[src/rtl/ama_riscv_fe_ctrl_pkg.sv]
// ----------------------------------------------------------------------------
// ama_riscv_fe_ctrl_pkg
// Shared types and constants for the frontend sequencer and its consumers.
//   fe_state_t       - frontend sequencer states
//   pc_sel_t         - PC source select seen by the PC register mux
//   fe_ctrl_t        - {pc_sel, pc_we} request bundle (decoder -> PC logic)
//   FE_CTRL_INIT_VAL - request value driven while the core is in reset
//   is_ctrl_xfer()   - true when ID holds a branch/JALR that needs EX
// ----------------------------------------------------------------------------
package ama_riscv_fe_ctrl_pkg;

    localparam int PERF_CNT_W_DEF = 32;

    typedef enum logic [1:0] {
        FE_START    = 2'd0,
        FE_RUN      = 2'd1,
        FE_WAIT_RES = 2'd2,
        FE_REDIRECT = 2'd3
    } fe_state_t;

    typedef enum logic [1:0] {
        PC_SEL_START_ADDR = 2'd0,
        PC_SEL_INC4       = 2'd1,
        PC_SEL_ALU        = 2'd2,
        PC_SEL_JAL_BP     = 2'd3
    } pc_sel_t;

    typedef struct packed {
        pc_sel_t pc_sel;
        logic    pc_we;
    } fe_ctrl_t;

    localparam fe_ctrl_t FE_CTRL_INIT_VAL = '{pc_sel: PC_SEL_START_ADDR, pc_we: 1'b0};

    // A bubble in ID carries stale itype bits, so valid qualifies both flags.
    function automatic logic is_ctrl_xfer(input logic valid, input logic branch,
                                          input logic jalr);
        return valid & (branch | jalr);
    endfunction

endpackage

[src/rtl/ama_riscv_perf_cnt.sv]
// ----------------------------------------------------------------------------
// ama_riscv_perf_cnt
// Free-running event counter: +1 on every clock where en=1, wraps to 0.
// Ports:
//   clk  in   core clock
//   rst  in   asynchronous active-high reset, clears the count
//   en   in   event strobe for this cycle
//   cnt  out  current count, PERF_CNT_W bits
// ----------------------------------------------------------------------------
module ama_riscv_perf_cnt #(
    parameter int PERF_CNT_W = 32
) (
    input  logic                  clk,
    input  logic                  rst,
    input  logic                  en,
    output logic [PERF_CNT_W-1:0] cnt
);

    logic [PERF_CNT_W-1:0] cnt_q;
    logic [PERF_CNT_W-1:0] cnt_d;

    // Natural modulo-2^W wrap from the unsigned add.
    always_comb begin
        cnt_d = cnt_q;
        if (en) begin
            cnt_d = cnt_q + {{(PERF_CNT_W-1){1'b0}}, 1'b1};
        end
    end

    always_ff @(posedge clk or posedge rst) begin
        if (rst) begin
            cnt_q <= '0;
        end else begin
            cnt_q <= cnt_d;
        end
    end

    assign cnt = cnt_q;

endmodule

[src/rtl/ama_riscv_fe_ctrl.sv]
// ----------------------------------------------------------------------------
// ama_riscv_fe_ctrl
// Frontend sequencer between the ID-stage decoder and the PC/IMEM logic.
// Passes the decoder request through while the frontend can progress and
// overrides it for the post-reset start fetch, branch/JALR resolution,
// backend stalls and IMEM back-pressure. Also counts ID bubbles.
// Ports:
//   clk, rst      core clock, asynchronous active-high reset
//   dec_valid     ID holds a valid instruction
//   dec_fe_ctrl   decoder frontend request
//   dec_branch    ID instruction is a branch
//   dec_jalr      ID instruction is a JALR
//   ex_res_valid  EX resolves the outstanding branch/JALR this cycle
//   ex_res_taken  branch outcome (JALR always redirects)
//   be_stall      backend stall, freezes the frontend
//   imem_ready    IMEM accepts a new fetch address this cycle
//   fe_ctrl       final pc_sel/pc_we to the PC register
//   id_bubble     turn the instruction entering ID into a NOP
//   bubble_cnt    number of cycles with id_bubble=1
// ----------------------------------------------------------------------------
module ama_riscv_fe_ctrl
    import ama_riscv_fe_ctrl_pkg::*;
#(
    parameter int PERF_CNT_W = PERF_CNT_W_DEF
) (
    input  logic                  clk,
    input  logic                  rst,
    input  logic                  dec_valid,
    input  fe_ctrl_t              dec_fe_ctrl,
    input  logic                  dec_branch,
    input  logic                  dec_jalr,
    input  logic                  ex_res_valid,
    input  logic                  ex_res_taken,
    input  logic                  be_stall,
    input  logic                  imem_ready,
    output fe_ctrl_t              fe_ctrl,
    output logic                  id_bubble,
    output logic [PERF_CNT_W-1:0] bubble_cnt
);

    fe_state_t state_q, state_d;
    logic      jalr_flag_q, jalr_flag_d;
    logic      redir_q, redir_d;

    fe_ctrl_t  fsm_ctrl;
    logic      fsm_bubble;
    logic      can_adv;

    // ------------------------------------------------------------------
    // Next state and the per-state (pre-override) frontend request.
    // ------------------------------------------------------------------
    always_comb begin
        state_d     = state_q;
        jalr_flag_d = jalr_flag_q;
        redir_d     = redir_q;
        fsm_ctrl    = FE_CTRL_INIT_VAL;
        fsm_bubble  = 1'b1;
        // Stall and IMEM back-pressure both freeze progress.
        can_adv     = imem_ready & ~be_stall;

        case (state_q)
            FE_START: begin
                fsm_ctrl.pc_sel = PC_SEL_START_ADDR;
                fsm_ctrl.pc_we  = 1'b1;
                fsm_bubble      = 1'b1;
                if (can_adv) begin
                    state_d = FE_RUN;
                end
            end

            FE_RUN: begin
                // Zero-latency pass-through; the decoder already drops pc_we
                // for the branch/JALR itself.
                fsm_ctrl   = dec_fe_ctrl;
                fsm_bubble = 1'b0;
                if (can_adv && is_ctrl_xfer(dec_valid, dec_branch, dec_jalr)) begin
                    state_d     = FE_WAIT_RES;
                    jalr_flag_d = dec_jalr;
                end
            end

            FE_WAIT_RES: begin
                fsm_ctrl.pc_sel = PC_SEL_INC4;
                fsm_ctrl.pc_we  = 1'b0;
                fsm_bubble      = 1'b1;
                // Capture is not gated by stall or IMEM: EX reports the
                // outcome exactly once and it must not be dropped.
                if (ex_res_valid) begin
                    redir_d = jalr_flag_q | ex_res_taken;
                    state_d = FE_REDIRECT;
                end
            end

            FE_REDIRECT: begin
                fsm_ctrl.pc_sel = redir_q ? PC_SEL_ALU : PC_SEL_INC4;
                fsm_ctrl.pc_we  = 1'b1;
                fsm_bubble      = 1'b1;
                // Leave only on the cycle the redirect PC is actually written.
                if (can_adv) begin
                    state_d = FE_RUN;
                end
            end

            default: begin
                state_d = FE_START;
            end
        endcase
    end

    // ------------------------------------------------------------------
    // Global override mux: rst > be_stall > !imem_ready > FSM.
    // rst is decoded here as well so the outputs show the init value while
    // reset is held, not only after the first edge.
    // ------------------------------------------------------------------
    always_comb begin
        fe_ctrl   = fsm_ctrl;
        id_bubble = fsm_bubble;
        if (rst) begin
            fe_ctrl   = FE_CTRL_INIT_VAL;
            id_bubble = 1'b1;
        end else if (be_stall) begin
            fe_ctrl.pc_we = 1'b0;
            // The instruction in ID is frozen, not replaced.
            id_bubble     = 1'b0;
        end else if (!imem_ready) begin
            fe_ctrl.pc_we = 1'b0;
        end
    end

    always_ff @(posedge clk or posedge rst) begin
        if (rst) begin
            state_q     <= FE_START;
            jalr_flag_q <= 1'b0;
            redir_q     <= 1'b0;
        end else begin
            state_q     <= state_d;
            jalr_flag_q <= jalr_flag_d;
            redir_q     <= redir_d;
        end
    end

    ama_riscv_perf_cnt #(
        .PERF_CNT_W (PERF_CNT_W)
    ) u_bubble_cnt (
        .clk (clk),
        .rst (rst),
        .en  (id_bubble),
        .cnt (bubble_cnt)
    );

    // A resolution with nothing outstanding means EX and ID disagree about
    // the pipeline contents; the FSM ignores it.
    ex_res_only_in_wait_res: assert property (
        @(posedge clk) disable iff (rst)
        ex_res_valid |-> (state_q == FE_WAIT_RES)
    );

endmodule

[config.mk]
export PLATFORM = sky130hd
export DESIGN_NAME = ama_riscv_fe_ctrl
export DESIGN_NICKNAME = d
export VERILOG_FILES = /design/src/rtl/ama_riscv_fe_ctrl_pkg.sv /design/src/rtl/ama_riscv_perf_cnt.sv /design/src/rtl/ama_riscv_fe_ctrl.sv
export SDC_FILE = /design/constraint.sdc
export NUM_CORES = 1
export LEC_CHECK = 0
export BUFFER_PORTS_ARGS = -buffer_cell sky130_fd_sc_hd__buf_4
export CAP_MARGIN = 10
export CORE_MARGIN = 5
export CORE_UTILIZATION = 40
export CTS_CLUSTER_SIZE = 12
export DETAILED_ROUTE_END_ITERATION = 10
export PLACE_DENSITY = 0.71
export RECOVER_POWER = 100
export SYNTH_ARGS = -nofsm -noshare
export SYNTH_HDL_FRONTEND = slang
export SYNTH_HIERARCHICAL = 1
export SYNTH_SLANG_ARGS = --single-unit
[constraint.sdc]
create_clock -name clk -period 3.1 [get_ports clk]
set_input_delay 0.93 -clock clk [delete_from_list [all_inputs] [get_ports clk]]
set_output_delay 0.93 -clock clk [all_outputs]
set_load 0.02 [all_outputs]
Word-level counts from Yosys, hierarchy flattened
Cells that the tools add are included.
{"block": "classes", "n_addsub": 1, "n_eq_ne": 6, "mux": 13, "n_bitwise": 5, "reduce_logical": 7}
{"operator": "32-bit by 1-bit adder with 32-bit output, second input constant", "count": 1}
{"operator": "3-bit one-hot mux with 4 select lines", "count": 1}
{"operator": "2-bit 2-to-1 mux", "count": 5}
{"operator": "2-bit one-hot mux with 3 select lines", "count": 1}
{"operator": "1-bit 2-to-1 mux", "count": 5}
{"operator": "2-bit equality test, second input constant", "count": 2}
{"operator": "2-bit inequality test, second input constant", "count": 2}
{"operator": "2-bit AND reduction", "count": 2}
{"operator": "3-bit AND reduction", "count": 1}
{"operator": "3-bit OR reduction", "count": 1}
{"operator": "1-bit AND", "count": 2}
{"operator": "2-bit by 1-bit equality test with 1-bit output, second input constant", "count": 1}
{"operator": "2-bit logical NOT", "count": 1}
{"operator": "2-bit by 1-bit inequality test with 1-bit output, second input constant", "count": 1}
{"operator": "1-bit OR", "count": 2}
{"operator": "1-bit one-hot mux with 2 select lines", "count": 1}
{"operator": "2-bit OR reduction", "count": 1}
{"operator": "1-bit logical AND", "count": 1}
{"operator": "1-bit NOT", "count": 1}
{"block": "word_totals", "reg_bits": 36, "input_bits": 12, "out_inout_bits": 36, "elab_cells": 36}

Logic depth before layout (Yosys ltp)
Gate-level depths: netlist (run 1).
{"block": "logic_depth", "depth_word": 5, "depth_mapped": 7, "ltp_nobuf": 7}

Modules after synthesis
Netlist (run 1), hierarchy kept.
{"mod": "ama_riscv_perf_cnt", "n_inst": 1, "cells_per_inst": 126, "area_per_inst_um2": 1510.2}
{"mod": "ama_riscv_fe_ctrl", "n_inst": 1, "cells_per_inst": 35, "area_per_inst_um2": 331.6}

Worst setup path after synthesis (run 1)
No wires, ideal clock.
{"block": "synth_path", "path_type": "input to register", "from": "in be_stall", "to": "reg u_bubble_cnt.cnt_q[25], in the netlist u_bubble_cnt/cnt[25]", "t_arrival_ns": 2.831, "required_time_ns": 3.020, "path_slack_ns": 0.189, "stages": 5, "cell_sequence": "o21ai_0 -> and4_2 -> nand3_4 -> nor4_1 -> xor2_1"}
{"block": "synth_via", "elab_chain_len": 2}
{"element": "from (decl)", "line": "ama_riscv_fe_ctrl.sv:34", "text": "input logic be_stall,"}
{"element": "1-bit 2-to-1 mux", "line": "ama_riscv_fe_ctrl.sv:121", "text": "end else if (be_stall) begin"}
{"element": "1-bit 2-to-1 mux", "line": "ama_riscv_fe_ctrl.sv:118", "text": "if (rst) begin"}
{"element": "to (signal assigned)", "line": "ama_riscv_perf_cnt.sv:34", "text": "cnt_q <= cnt_d;"}
{"element": "to (decl)", "line": "ama_riscv_perf_cnt.sv:19", "text": "logic [PERF_CNT_W-1:0] cnt_q;"}
No other way between the ends.
A chain may end at the register's enable or synchronous reset.

Worst setup path in the final report (run 1)
{"block": "layout_path", "from": "reg state_q[1]", "to": "out id_bubble"}
{"block": "layout_via", "elab_chain_len": 5}
{"element": "from (decl)", "line": "ama_riscv_fe_ctrl.sv:41", "text": "fe_state_t state_q, state_d;"}
{"element": "from (signal assigned)", "line": "ama_riscv_fe_ctrl.sv:136", "text": "state_q <= state_d;"}
{"element": "2-bit equality test / 2-bit logical NOT (equally long branches)", "line": "ama_riscv_fe_ctrl.sv:61", "text": "case (state_q)"}
{"element": "3-bit OR reduction (no source line)"}
{"element": "1-bit one-hot mux with 2 select lines (*)", "line": "ama_riscv_fe_ctrl.sv:61"}
{"element": "1-bit 2-to-1 mux (*)", "line": "ama_riscv_fe_ctrl.sv:121"}
{"element": "1-bit 2-to-1 mux (*)", "line": "ama_riscv_fe_ctrl.sv:118"}
{"element": "to (decl)", "line": "ama_riscv_fe_ctrl.sv:37", "text": "output logic id_bubble,"}
Mark *: on every way between the ends. The rest lies on a longest branch, timed or not.

==> impl_metrics.py, run 1 <==
metrics = {
    "worst_setup_path": {
        "r2r_end": "u_bubble_cnt/cnt[27]",
        "r2r_slack_ps": 500,
        "start_kind": "register",
        "crit_path_max_fanout": 7,
        "critPathCapture": "id_bubble",
        "cp-startpoint": "state_q[1]",
        "ff2ff_path_depth": 7,
        "end_kind": "output pin",
        "cp.required_ps": 2170,
        "path_class": "reg2out",
        "reg2reg_from": "state_q[1]",
        "arrival_ps": 1890,
    },
    "finish": {
        "post-route-util_pct": 49.01,
        "final_common_cell": "clkbuf_1",
        "area_delta_synth_final_pct": 17.46,
        "mostFrequentLayoutCells": "clkbuf_1 (37), dfrtp_1 (36), xor2_1 (18)",
        "ff_latch_area_um2": 900.9,
        "layout-drive-gt1-share_pct": 12.56,
        "final_nets": 231,
        "multi_input_area_um2": 859.6,
        "antennaDiodeCount": 0,
        "fill_cells": 443,
    },
    "timing": {
        "period_share_pct": 91.06,
        "final_max_slew_viol_count": 33,
        "slew-limit-headroom_pct": -12.15,
        "tightest_slew_ps": 1682,
        "finClkSkew_ps": 3.348,
        "timing.fmax_mhz": 354.3,
        "setup_viol": 0,
        "setup-tns-final_ps": 0,
        "hold_slack_ps": 467.7,
        "rsz0062_at_grt": "false",
        "hold_viol_final": 0,
        "finalCriticalPeriod_ps": 2823,
    },
    "global_route": {
        "use_met1_pct": 16.59,
        "met2_usage_pct": 20.03,
        "grt.total_usage_pct": 13.05,
        "grt-ovfl-total": 0,
        "grt_pass1_vias": 1359,
        "grt_busiest_layer": "met2",
        "antenna_found_initial": 0,
        "grt_pass1_wl_um": 6382,
        "grtUsageMet3_pct": 5.208,
        "grt_max_degree": 33,
    },
    "hold_path": {
        "hold_path_class": "reg2reg",
    },
    "yosys": {
        "yosysSeqAreaShare_pct": 48.91,
        "synthDominantCellAreaShare_pct": 48.91,
        "ys_types": 37,
        "synthArstFlopShare_pct": 100.0,
        "synth_largest_area_cell": "dfrtp_1",
        "synth_nets": 178,
        "synth-edff-count": 0,
        "yosys_warnings": 6,
        "synth_seq_cells": 36,
        "syn-cell-area_um2": 1842,
        "synthTopCellsByArea": "dfrtp_1 (49%), xor2_1 (8.6%), xnor2_1 (6.2%), ha_1 (3.4%), nand2_1 (2.9%)",
        "synthCells": 161,
        "ys.flop_type": "dfrtp_1",
        "synth_area_per_cell_um2": 11.44,
    },
    "floorplan": {
        "die_area_um2": 6061,
        "io_pins": 48,
        "start_util_pct": 41.72,
        "core_area_um2": 4414,
        "die_height_um": 77.86,
        "chipWidth_um": 77.86,
        "rows": 24,
    },
    "clock_network": {
        "clock_sinks": 36,
        "cts_made_buffers": 5,
        "post_cts_buffers": 0,
        "cts_max_level": 2,
        "postCtsHoldBufs": 0,
        "cts_tree": "done",
        "clk_pin_slew_ps": 70,
        "cts.path.max_buffers": 2,
        "cts_resized": 0,
        "root_buffer": "clkbuf_8",
        "clk_latency_ps": 280,
    },
    "route": {
        "routed_wl_um": 3668,
        "vias": 1346,
        "first_pass_iters": 4,
        "drtIter0Drc": 47,
        "wl_per_cell_um": 13.74,
        "antenna_left": 0,
        "drc": 0,
        "vias_per_cell": 5.041,
    },
    "flow_run": {
        "drv_cap": 1,
    },
    "pwr": {
        "powerDensity_nw_per_um2": 607.0,
        "p_clk_share_pct": 25.6,
        "pwr-share-comb_pct": 28.0,
        "cellLeakagePower_nw": 1.035,
        "p_sw_w": 0.0004507,
        "p_seq_share_pct": 46.4,
        "intPower_w": 0.0008624,
        "p_sw_share_pct": 34.32,
        "ir_drop_uv": 375.5,
    },
    "status": {
        "status": "finished with violations",
        "violations": "capacitance limit, slew limit",
    },
    "placement": {
        "dp.final_hpwl_um": 2856,
        "numPortBuffers": 47,
        "place_congestion": 0.7460,
    },
}
power by group through the flow:
stage / Combinational (W) / Clock, W / Sequential (W)
finish: 0.000368 / 0.000336 / 0.000609
global route: 0.000412 / 0.000371 / 0.000624
CTS: 0.000438 / 0.000354 / 0.000611
detailed placement: 0.000436 / 0 / 0.000620
global placement: 0.000430 / 0 / 0.000618
floorplan: 0.000244 / 0 / 0.000655
worst min path at each step:
stage / start / end / slack (ps) / cells past startpoint
detailed placement: u_bubble_cnt/cnt[31] / u_bubble_cnt/cnt[31] / 470 / 1
CTS: u_bubble_cnt/cnt[31] / u_bubble_cnt/cnt[31] / 480 / 1
finish: u_bubble_cnt/cnt[31] / u_bubble_cnt/cnt[31] / 470 / 1
global route: u_bubble_cnt/cnt[31] / u_bubble_cnt/cnt[31] / 500 / 1
global placement: u_bubble_cnt/cnt[31] / u_bubble_cnt/cnt[31] / 460 / 1
floorplan: jalr_flag_q / jalr_flag_q / 440 / 2
per-layer routing:
metal	up-vias	part of all wire (%)
met5	-	0
met4	0	1.2
met3	5	7.9
met2	33	47
met1	634	44
li1	674	-
kinds of logic (layout without fill, tap and decap cells):
group | Yosys count | after routing | share of synthesized area, %
simple gates | 71 | 71 | 26.36
mux | 2 | 2 | 1.426
buf+inv | 9 | 63 | 2.310
compound gates | 7 | 7 | 2.853
xor+xnor | 31 | 31 | 14.74
fa+ha+maj | 5 | 5 | 3.397
flops | 36 | 36 | 48.91
cells in the mapped netlist (2+ instances only):
cell,number
ha_1,5
and3_1,5
nor2_1,6
xor2_1,18
nand3_1,8
dfrtp_1,36
nor2b_4,2
and4_4,2
inv_1,7
nor4_1,3
and2_1,2
and4_1,3
xnor2_1,13
nand4_1,6
nor4_4,2
nand2_1,14
nor3_1,9
state kept, by name (all words and copies together), names as in the netlist:
signal,count
redir_q,1
state_q,2
u_bubble_cnt/cnt,32
jalr_flag_q,1
final cells by class:
class,instances,share of cell area [%]
sequential,36,41.64
timing repair buffer,48,10.12
tap,52,3.008
clock buffer,6,3.817
multi-input combinational,116,39.73
inverter,7,1.215
clock inverter,2,0.4627
critical path, cell delays in order, from the launching register on:
cell,delay (ps)
dfrtp_1,400
inv_1,80
ha_1,270
o21ai_0,580
clkbuf_2,290
metrics by stage:
step	instances	cell area, µm²	setup WS (ps)	total power [W]
after floorplan	161	1842	189.3	0.0008993
after global placement	259	2251	312.9	0.001048
after detailed placement	259	2251	281.8	0.001056
after CTS	267	2344	255.7	0.001403
after global routing	267	2163	40.57	0.001407
final	267	2163	277.3	0.001313
Power figures use the tool's default switching activity.
==> run 2, diff against run 1 <==
PLACE_DENSITY = 0.67   (was 0.71)
SYNTH_HIERARCHICAL = not set   (was 1)
==> impl_metrics.py, run 2 <==
metrics = {
    "timing": {
        "hold_viol_final": 0,
        "worst_slack_ps": 456.2,
        "setup-tns-final_ps": 0,
        "rsz0062_at_grt": "false",
        "hold_slack_ps": 478.0,
        "tightest_slew_ps": 1131,
        "period_share_pct": 85.28,
        "final_max_slew_viol_count": 0,
        "slew-limit-headroom_pct": 23.94,
        "timing.fmax_mhz": 378.2,
        "finClkSkew_ps": 8.458,
        "finalCriticalPeriod_ps": 2644,
        "setup_viol": 0,
    },
    "global_route": {
        "grt_pass1_vias": 1359,
        "grtUsageMet3_pct": 3.162,
        "grt.total_usage_pct": 13.29,
        "grt_busiest_layer": "met2",
        "antenna_found_initial": 0,
        "grt_pass1_wl_um": 6527,
        "use_met1_pct": 17.54,
        "grt_max_degree": 37,
        "met2_usage_pct": 20.96,
        "grt-ovfl-total": 0,
    },
    "clock_network": {
        "clk_latency_ps": 290,
        "post_cts_buffers": 0,
        "postCtsHoldBufs": 0,
        "root_buffer": "clkbuf_8",
        "cts_resized": 0,
        "cts.path.max_buffers": 2,
        "clk_pin_slew_ps": 70,
        "cts_max_level": 2,
        "cts_made_buffers": 5,
        "cts_tree": "done",
        "clock_sinks": 36,
    },
    "finish": {
        "final_common_cell": "clkbuf_1",
        "area_delta_synth_final_pct": 17.45,
        "fill_cells": 438,
        "final_area_um2": 2122,
        "ff_latch_area_um2": 900.9,
        "antennaDiodeCount": 0,
        "layout-drive-gt1-share_pct": 9.677,
        "final_nets": 233,
        "multi_input_area_um2": 818.3,
        "mostFrequentLayoutCells": "clkbuf_1 (37), dfrtp_1 (36), xnor2_1 (25)",
        "largest_reg_flops": 32,
    },
    "floorplan": {
        "start_util_pct": 41.49,
        "chipWidth_um": 77.21,
        "die_height_um": 77.21,
        "io_pins": 48,
        "core_area_um2": 4354,
        "die_area_um2": 5961,
        "rows": 24,
    },
    "yosys": {
        "yosysSeqAreaShare_pct": 49.86,
        "synthCells": 164,
        "yosys-top-cells-count": "dfrtp_1 (36), xnor2_1 (25), nand4_1 (18), nand2_1 (11), and3_1 (9)",
        "synth_mux_area_share_pct": 0.6233,
        "yosysMostFrequentCell": "dfrtp_1",
        "synthArstFlopShare_pct": 100.0,
        "yosys_warnings": 0,
        "synthDominantCellAreaShare_pct": 49.86,
        "ys_types": 32,
        "ys.flop_type": "dfrtp_1",
        "synthSimpleGateAreaFrac_pct": 23.96,
        "synth_top_family_by_area": "simple AND/OR/NAND/NOR gates",
        "synthXorXnorAreaFrac_pct": 15.03,
        "synth_seq_cells": 36,
        "syn-cell-area_um2": 1807,
        "synth_nets": 181,
        "synthTopCellsByArea": "dfrtp_1 (50%), xnor2_1 (12%), nand4_1 (6.2%), ha_1 (3.5%), and3_1 (3.1%)",
        "synth_area_per_cell_um2": 11.02,
        "synth_compound_area_share_pct": 4.086,
        "synth_fa_ha_area_share_pct": 3.463,
        "synth-edff-count": 0,
        "synth_largest_area_cell": "dfrtp_1",
    },
    "pwr": {
        "p_clk_share_pct": 24.5,
        "intPower_w": 0.0008818,
        "p_sw_share_pct": 36.89,
        "p_seq_share_pct": 44.8,
        "cellLeakagePower_nw": 0.9476,
        "ir_drop_uv": 313.5,
        "pwr-share-comb_pct": 30.7,
        "p_sw_w": 0.0005154,
        "powerDensity_nw_per_um2": 658.4,
    },
    "worst_setup_path": {
        "slowest_stage": "clkbuf_1",
        "cp_cell_sequence": "clkbuf_4, nand2b_1, nor3_1, clkbuf_1",
        "cp_slowest_stage_delay_ps": 260,
        "arrival_ps": 1710,
        "end_kind": "output pin",
        "cp.required_ps": 2170,
        "cp_top_family": "simple AND/OR/NAND/NOR gates",
        "start_kind": "input pin",
        "crit_buf_inv": 2,
        "crit_path_max_fanout": 6,
        "path_class": "in2out",
    },
    "route": {
        "wl_per_cell_um": 13.78,
        "drtIter0Drc": 79,
        "antenna_left": 0,
        "drc": 0,
        "vias": 1373,
        "routed_wl_um": 3706,
        "first_pass_iters": 4,
        "vias_per_cell": 5.104,
    },
    "hold_path": {
        "hold_path_class": "reg2reg",
    },
    "placement": {
        "placed_area_um2": 2205,
        "place_congestion": 0.7537,
        "numPortBuffers": 47,
        "place_ws_ps": 380.0,
        "dp.final_hpwl_um": 2733,
    },
    "status": {
        "status": "finished clean",
    },
    "flow_run": {
        "drv_cap": 0,
    },
}
[run 2: logic make-up after synthesis]
family                   Yosys count
adder cells (fa/ha/maj)            5
AO/OA/AOI/OAI                     10
flip-flops                        36
buffers and inverters             10
multiplexers                       1
XOR/XNOR                          31
AND/OR/NAND/NOR                   71
[run 2: worst paths after layout]
| path | start | end | slack (ps) | depth (start not counted) |
|---|---|---|---|---|
| max | be_stall | fe_ctrl[0] | 460 | 4 |
| min | u_bubble_cnt.cnt[31] | u_bubble_cnt.cnt[31] | 480 | 1 |
| max reg2reg | state_q[1] | u_bubble_cnt.cnt[9] | 780 | 6 |
| min reg2reg | u_bubble_cnt.cnt[31] | u_bubble_cnt.cnt[31] | 480 | 1 |
| max in group asynchronous | rst | u_bubble_cnt.cnt[27] | 1590 | 3 |
| min in group asynchronous | rst | u_bubble_cnt.cnt[0] | 950 | 3 |
[run 2: area by class of cell]
| type | count | share of cell area [%] |
|---|---|---|
| flip-flops and latches | 36 | 42.45 |
| multi-input cells | 118 | 38.56 |
| repair buffers | 48 | 10.32 |
| clock buffers | 6 | 3.892 |
| well taps | 52 | 3.066 |
| inverters | 7 | 1.238 |
| clock inverters | 2 | 0.4717 |
[run 2: worst register-to-register path: stages, from the launching register on]
cell     delay [ps]
dfrtp_1         360
inv_1            80
ha_1            270
o21ba_1         300
nor4b_1         830
and3_1          270
xor2_1          140
[run 2: power groups by stage]
stage	Clock [W]	Sequential, W	Combinational (W)
final	0.000343	0.000626	0.000429
after global routing	0.000372	0.000646	0.000487
after CTS	0.000354	0.000629	0.000510
after detailed placement	0	0.000638	0.000509
after global placement	0	0.000639	0.000505
after floorplan	0	0.000687	0.000275
[run 2: per-stage QoR]
stage / power [W] / util, % / instances
6_report: 0.001397 / 48.74 / 269
5_1_grt: 0.001504 / 48.74 / 269
4_1_cts: 0.001494 / 52.76 / 269
3_5_place_dp: 0.001147 / 50.63 / 261
3_3_place_gp: 0.001144 / 50.63 / 261
2_1_floorplan: 0.0009620 / - / 164
[run 2: per-layer routing]
layer	vias to the layer above	wire, µm	part of all wire, %
li1	683	-	-
met1	660	1694	46
met2	25	1806	49
met3	5	151	4.1
met4	0	53	1.4
met5	-	0	0
==> run 3, diff against run 2 <==
REMOVE_ABC_BUFFERS = 1   (was not set)
==> impl_metrics.py, run 3 (synthesis gave the netlist of run 2 again) <==
metrics = {
    "status": {
        "status": "finished with violations",
        "violations": "capacitance limit, slew limit",
    },
    "hold_path": {
        "hold_depth": 1,
        "min_to": "u_bubble_cnt.cnt[31]",
        "min-delay-start": "u_bubble_cnt.cnt[31]",
        "hold_path_class": "reg2reg",
    },
    "global_route": {
        "antenna_found_initial": 0,
        "grt-ovfl-total": 0,
        "met2_usage_pct": 21.38,
        "grt.total_usage_pct": 13.55,
        "grt_busiest_layer": "met2",
        "use_met1_pct": 16.99,
        "grt_max_degree": 37,
        "grt_pass1_vias": 1410,
        "grtUsageMet3_pct": 3.630,
        "grt_pass1_wl_um": 6575,
    },
    "timing": {
        "hold_viol_final": 0,
        "finClkSkew_ps": 8.510,
        "final_max_slew_viol_count": 37,
        "tightest_slew_ps": 1901,
        "setup-tns-final_ps": 0,
        "setup_viol": 0,
        "timing.fmax_mhz": 377.0,
        "period_share_pct": 85.56,
        "finalCriticalPeriod_ps": 2652,
        "slew-limit-headroom_pct": -26.75,
        "rsz0062_at_grt": "false",
        "worst_slack_ps": 447.8,
    },
    "worst_setup_path": {
        "arrival_ps": 1720,
        "reg2reg_from": "state_q[1]",
        "path_class": "in2out",
        "crit_path_max_fanout": 7,
        "start_kind": "input pin",
        "r2r_end": "u_bubble_cnt.cnt[9]",
        "end_kind": "output pin",
        "cp.required_ps": 2170,
        "path_common_cell": "clkbuf_1",
        "cp_slowest_stage_delay_ps": 380,
        "r2r_slack_ps": 790,
        "cp_cell_sequence": "clkbuf_1, o21ba_1, inv_1, clkbuf_1",
        "ff2ff_path_depth": 6,
        "cp-startpoint": "rst",
        "slowest_stage": "o21ba_1",
    },
    "finish": {
        "area_delta_synth_final_pct": 19.74,
        "final_nets": 233,
        "largest_reg_flops": 32,
        "final_common_cell": "clkbuf_1",
        "final_area_um2": 2163,
        "antennaDiodeCount": 0,
        "layout-drive-gt1-share_pct": 9.217,
        "final_cells": 269,
        "mostFrequentLayoutCells": "clkbuf_1 (38), dfrtp_1 (36), xnor2_1 (25)",
    },
    "clock_network": {
        "postCtsHoldBufs": 0,
        "post_cts_buffers": 0,
        "cts.path.max_buffers": 2,
        "clock_sinks": 36,
        "cts_made_buffers": 5,
        "cts_tree": "done",
        "clk_latency_ps": 290,
        "cts_resized": 0,
        "root_buffer": "clkbuf_8",
        "clk_pin_slew_ps": 70,
        "cts_max_level": 2,
    },
    "route": {
        "drc": 0,
        "routed_wl_um": 3747,
        "wl_per_cell_um": 13.93,
        "first_pass_iters": 4,
        "antenna_left": 0,
        "vias": 1399,
        "drtIter0Drc": 41,
        "vias_per_cell": 5.201,
    },
    "floorplan": {
        "io_pins": 48,
        "rows": 24,
        "die_height_um": 77.21,
        "chipWidth_um": 77.21,
        "start_util_pct": 41.49,
        "die_area_um2": 5961,
        "core_area_um2": 4354,
    },
    "placement": {
        "dp.cells": 261,
        "dp.final_hpwl_um": 2727,
        "place_congestion": 0.7398,
        "place_ws_ps": 355.0,
        "placed_area_um2": 2205,
        "numPortBuffers": 47,
    },
    "pwr": {
        "ir_drop_uv": 294.3,
        "powerDensity_nw_per_um2": 697.7,
        "cellLeakagePower_nw": 0.9735,
    },
    "flow_run": {
        "drv_cap": 1,
    },
}
## run 3: worst max-delay path, delay by kind of cell
| kind | cells | cell delay (ps) |
|---|---|---|
| buf+inv | 3 | 420 |
| compound gates | 1 | 380 |
## run 3: report_power, final
group          internal [W]  leakage, nW  switching (W)
combinational      0.000156        0.435       0.000272
clock              0.000284       0.0645       0.000167
sequential         0.000548        0.474      0.0000820
## run 3: how the worst max path moves through the flow
stage	to	cells past startpoint	slack, ps
6_report	id_bubble	4	450
5_1_grt	u_bubble_cnt.cnt[20]	3	240
4_1_cts	id_bubble	5	340
3_5_place_dp	id_bubble	4	360
3_3_place_gp	id_bubble	4	380
2_1_floorplan	fe_ctrl[0]	2	530
## run 3: final cells by class
class / count / area [µm²]
multi-input cells: 118 / 827.0
clock inverters: 1 / 30.03
fillers: 435 / 2191
clock buffers: 7 / 96.34
well taps: 52 / 65.06
flip-flops and latches: 36 / 900.9
inverters: 7 / 26.28
repair buffers: 48 / 217.7
## run 3: per-layer routing
metal | routed length, µm | vias up
li1 | - | 687
met1 | 1798 | 679
met2 | 1695 | 26
met3 | 180 | 7
met4 | 72 | 0
met5 | 0 | -
## run 3: metrics by stage
step                utilization [%]  hold slack (ps)  total power (W)
floorplan                         -            480.8        0.0009565
global placement              50.63            467.5         0.001143
detailed placement            50.63            467.4         0.001146
CTS                           53.53            483.5         0.001603
global route                  49.68            503.3         0.001608
finish                        49.68            476.0         0.001509
